$ cat src/rtl/imem_responder.sv
// Byte-addressed instruction memory behind a 2-entry in-order response FIFO.
// Fetches are read at the accept edge. Misaligned fetches return NOP_WORD
// with a misalign flag. A flush or reset discards every pending response.
// Memory contents survive reset.
module imem_responder #(
  parameter int                ADDR_W   = 8,
  parameter int                DATA_W   = 32,
  parameter logic [DATA_W-1:0] NOP_WORD = 32'h00000013
) (
  input  logic              clk,
  input  logic              rst,
  input  logic              req_valid,
  input  logic [ADDR_W-1:0] req_addr,
  output logic              req_ready,
  output logic              resp_valid,
  output logic [DATA_W-1:0] resp_instr,
  output logic              resp_misalign,
  input  logic              resp_ready,
  input  logic              flush,
  input  logic              wr_en,
  input  logic [ADDR_W-1:0] wr_addr,
  input  logic [7:0]        wr_data
);

  logic [7:0] mem [0:(2**ADDR_W)-1];

  // slot0 is always the FIFO head; slot1 is only meaningful when occ == 2
  logic [1:0]        occ;
  logic [DATA_W-1:0] slot0_instr, slot1_instr;
  logic              slot0_mis, slot1_mis;

  logic              accept, pop, misalign;
  logic [ADDR_W-1:0] a0, a1, a2, a3;
  logic [DATA_W-1:0] rd_word, new_instr;

  assign req_ready     = (occ != 2'd2);
  assign resp_valid    = (occ != 2'd0);
  assign resp_instr    = resp_valid ? slot0_instr : '0;
  assign resp_misalign = resp_valid & slot0_mis;

  assign accept   = req_valid & req_ready;
  assign pop      = resp_valid & resp_ready;
  assign misalign = (req_addr[1:0] != 2'b00);

  // Aligned word never crosses the top of memory, so the low two bits are
  // substituted instead of adding an offset.
  assign a0 = {req_addr[ADDR_W-1:2], 2'b00};
  assign a1 = {req_addr[ADDR_W-1:2], 2'b01};
  assign a2 = {req_addr[ADDR_W-1:2], 2'b10};
  assign a3 = {req_addr[ADDR_W-1:2], 2'b11};

  // Little-endian word read; sees pre-write bytes during a same-edge write
  assign rd_word   = {mem[a3], mem[a2], mem[a1], mem[a0]};
  assign new_instr = misalign ? NOP_WORD : rd_word;

  // Program-load byte writes, independent of handshake and flush; not reset
  always_ff @(posedge clk) begin
    if (wr_en) mem[wr_addr] <= wr_data;
  end

  // FIFO occupancy and slot shifting; flush wins over same-cycle accept/pop
  always_ff @(posedge clk or posedge rst) begin
    if (rst) begin
      occ         <= 2'd0;
      slot0_instr <= '0;
      slot0_mis   <= 1'b0;
      slot1_instr <= '0;
      slot1_mis   <= 1'b0;
    end else if (flush) begin
      occ <= 2'd0;
    end else begin
      case ({accept, pop})
        2'b11: begin
          // accept implies occ < 2 and pop implies occ > 0, so occ == 1
          slot0_instr <= new_instr;
          slot0_mis   <= misalign;
        end
        2'b10: begin
          if (occ == 2'd0) begin
            slot0_instr <= new_instr;
            slot0_mis   <= misalign;
          end else begin
            slot1_instr <= new_instr;
            slot1_mis   <= misalign;
          end
          occ <= occ + 2'd1;
        end
        2'b01: begin
          slot0_instr <= slot1_instr;
          slot0_mis   <= slot1_mis;
          occ         <= occ - 2'd1;
        end
        default: ;
      endcase
    end
  end

endmodule

$ cat config.mk
export PLATFORM = sky130hd
export DESIGN_NAME = imem_responder
export DESIGN_NICKNAME = d
export VERILOG_FILES = /design/src/rtl/imem_responder.sv
export SDC_FILE = /design/constraint.sdc
export NUM_CORES = 2
export LEC_CHECK = 0
export ABC_CLOCK_PERIOD_IN_PS = 6100
export CORE_UTILIZATION = 35
export DETAILED_ROUTE_END_ITERATION = 8
export GPL_TIMING_DRIVEN = 0
export SLEW_MARGIN = 30
export SYNTH_ARGS = -nofsm -noshare
export SYNTH_HDL_FRONTEND = slang
export SYNTH_SLANG_ARGS = --single-unit
$ cat constraint.sdc
create_clock -name clk -period 6.1 [get_ports clk]
set_clock_uncertainty 0.15 [all_clocks]
set_input_delay 1.22 -clock clk [delete_from_list [all_inputs] [get_ports clk]]
set_output_delay 1.22 -clock clk [all_outputs]
set_load 0.01 [all_outputs]
==> out/metrics.cfg <==
[run_status]
status=complete, but fails checks
violations=design-rule violations

[routing]
drtIter0Drc=7748
wl_per_cell_um=36.43
drt-vias-per-instance=5.904
drc=1
drt_wl_total_um=286200
vias=46380
antenna_left=0
first_pass_iters=9

[power]
peakVddDrop_uv=324.4
power_density_mw_per_mm2=324.1
totalPowerFinal_mw=30.92
leakagePower_nw=30.41

[clock_network]
htreeDepth=4
clockBufferDepth=3
cts-root-buf=clkbuf_16
cts_tree=yes
insertion_delay_ns=0.87
numClockSinks=2116
post-cts-setup-buffers=0
hold_buffers=0
cts_resized=0
cts-buffers-inserted=213
clkTransAtPathRegs_ns=0.06

[timing]
maxSlewHeadroom_pct=20.69
post-route-min-period_ns=5.448
setup_violations=0
tightest_slew_ns=1.190
max_freq_mhz=183.6
slew_violations=0
finalHoldViolations=0
whs_ns=0.3198
rsz0062_at_grt=false
finalCritPeriodShare_pct=89.31

[synth]
avgSynthCellArea_um2=19.68
synth_top_area_share_pct=73.91
syn_inst=4229
syn-cell-area_mm2=0.08321
ys_seq_area_share_pct=75.96
synthFlopType=edfxtp_1
synth_area_leaders=edfxtp_1, mux4_2, mux2i_1, dfrtp_1, nor2_1
synth_warnings=0
yosys.area.top_type=edfxtp_1
yosys.cell_types.count=62
synth-edff-count=2048
yosysMostFrequentCell=edfxtp_1
syn_nets=4259
async_flop_share_pct=3.214
yosys-top-cells-count=edfxtp_1, mux2i_1, mux4_2
ys_ff_latch=2116

[global_route]
antenna_found_initial=17
track_usage_pct=23.66
grt_pass1_vias=44300
grt_max_degree=117
gr-total-overflow=0
grt_pass1_wl_um=381400

[die]
die_y_um=489.6
initial_core_util_pct=35.28
dieArea_mm2=0.2397
pin_count=65
die_x_um=489.6
num_rows=178
core_mm2=0.2359

[worst_setup_path]
cp_slowest_cell=clkdlybuf4s50_1
arrival_ns=6.01
cp-end-kind=flip-flop
worstPathRequired_ns=6.66
cp_max_fo=11
reg2reg_depth=6
path_cells=clkdlybuf4s50_1 -> buf_4 -> buf_4 -> buf_4 -> buf_2 -> nand2_1 -> o31ai_1 -> nor3_1 -> a31oi_2 -> o21ai_1
path_common_cell=buf_4
startpoint_type=primary input
r2r_slack_ns=3.02
crit_type=in -> reg
reg2reg_to=slot1_instr[14]$_DFFE_PP0P_
reg2reg_from=mem[1][6]$_DFFE_PP_
slowest_delay_ns=0.89

[layout]
final_cells=7856
fin_area_mm2=0.09539
drive_above_1_share_pct=21.63
fin_util_pct=40.44
synthToLayoutAreaGrowth_pct=14.64
nets=4552

[worst_hold_path]
min_from=slot1_instr[31]$_DFFE_PP0P_
min_to=slot1_instr[31]$_DFFE_PP0P_
holdPathStages=2
worst_hold_path_type=reg -> reg

[placement]
dp.cells=7457
io_buffers=55
hpwl_um=192900
placed_area_mm2=0.08858
gp_congestion=0.9878

[flow_run]
max-cap-violations=0

-- how the worst max path moves through the flow --
stage	from	to	cells past startpoint
2_1_floorplan	req_addr[2]	slot0_instr[2]$_DFFE_PP0P_	8
3_3_place_gp	wr_data[1]	mem[120][1]$_DFFE_PP_	1
3_5_place_dp	req_addr[5]	slot1_instr[9]$_DFFE_PP0P_	10
4_1_cts	req_addr[5]	slot1_instr[9]$_DFFE_PP0P_	10
5_1_grt	req_addr[5]	slot0_instr[9]$_DFFE_PP0P_	10
6_report	req_addr[5]	slot1_instr[9]$_DFFE_PP0P_	10
-- metrics by stage --
stage	setup WS, ns	TNS [ns]
finish	0.6523	0
global route	0.8897	0
CTS	0.8682	0
detailed placement	-0.008213	-0.008213
global placement	-4.028	-7717.54
floorplan	2.821	0
-- final cells by class --
type	count	area, µm²
inverters	5	21.27
flip-flops and latches	2116	63200
repair buffers	78	1170
multi-input cells	1846	18650
fillers	20820	140500
clock inverters	101	999.7
diodes	13	32.53
clock buffers	285	5674
well taps	3150	3941
plain buffers	262	1695
-- critical path, delay by kind of cell --
| kind | cells | cell delay [ns] |
|---|---|---|
| AND/OR/NAND/NOR | 2 | 0.65 |
| buffers and inverters | 5 | 2.81 |
| AO/OA/AOI/OAI | 3 | 1.25 |
-- layout by cell type (no fill, tap or decap), types with 42 or more instances in the layout --
cell                n
nor2_1            191
edfxtp_1         2048
buf_2              80
clkdlybuf4s50_1    47
o22ai_1            57
clkbuf_16         216
nor2_2            109
clkbuf_1          144
and2_1             42
o21ai_1            52
a22oi_1           145
dfrtp_1            68
clkinv_1           44
nand2_1            98
nand3_1            82
mux4_2            370
a21oi_1            42
mux2i_1           380
-- report_power, final --
group          total, mW  internal, mW  switching [mW]
Clock               12.8          7.16            5.63
Combinational       2.06         0.609            1.45
Sequential          16.1          16.0          0.0419
Total               30.9          23.8            7.12
-- cells by family after synthesis --
| logic type | Yosys count | synth area share (%) |
|---|---|---|
| compound gates | 420 | 3.571 |
| buf+inv | 267 | 2.025 |
| flops | 2116 | 75.96 |
| mux | 764 | 14.78 |
| simple gates | 662 | 3.672 |
-- sequential cells by signal, indices dropped and copies added, names as in the netlist --
register,flops
slot0_instr,32
slot1_instr,32
slot0_mis,1
mem,2048
slot1_mis,1
occ,2
-- metal layers --
layer | share of wire [%] | track usage [%] | vias up
met5 | 0.0070 | 0 | -
met4 | 6.8 | 14.15 | 4
met3 | 12 | 6.495 | 738
met2 | 44 | 35.41 | 3360
met1 | 37 | 30.73 | 24380
li1 | - | - | 17900
Power figures use the tool's default switching activity.
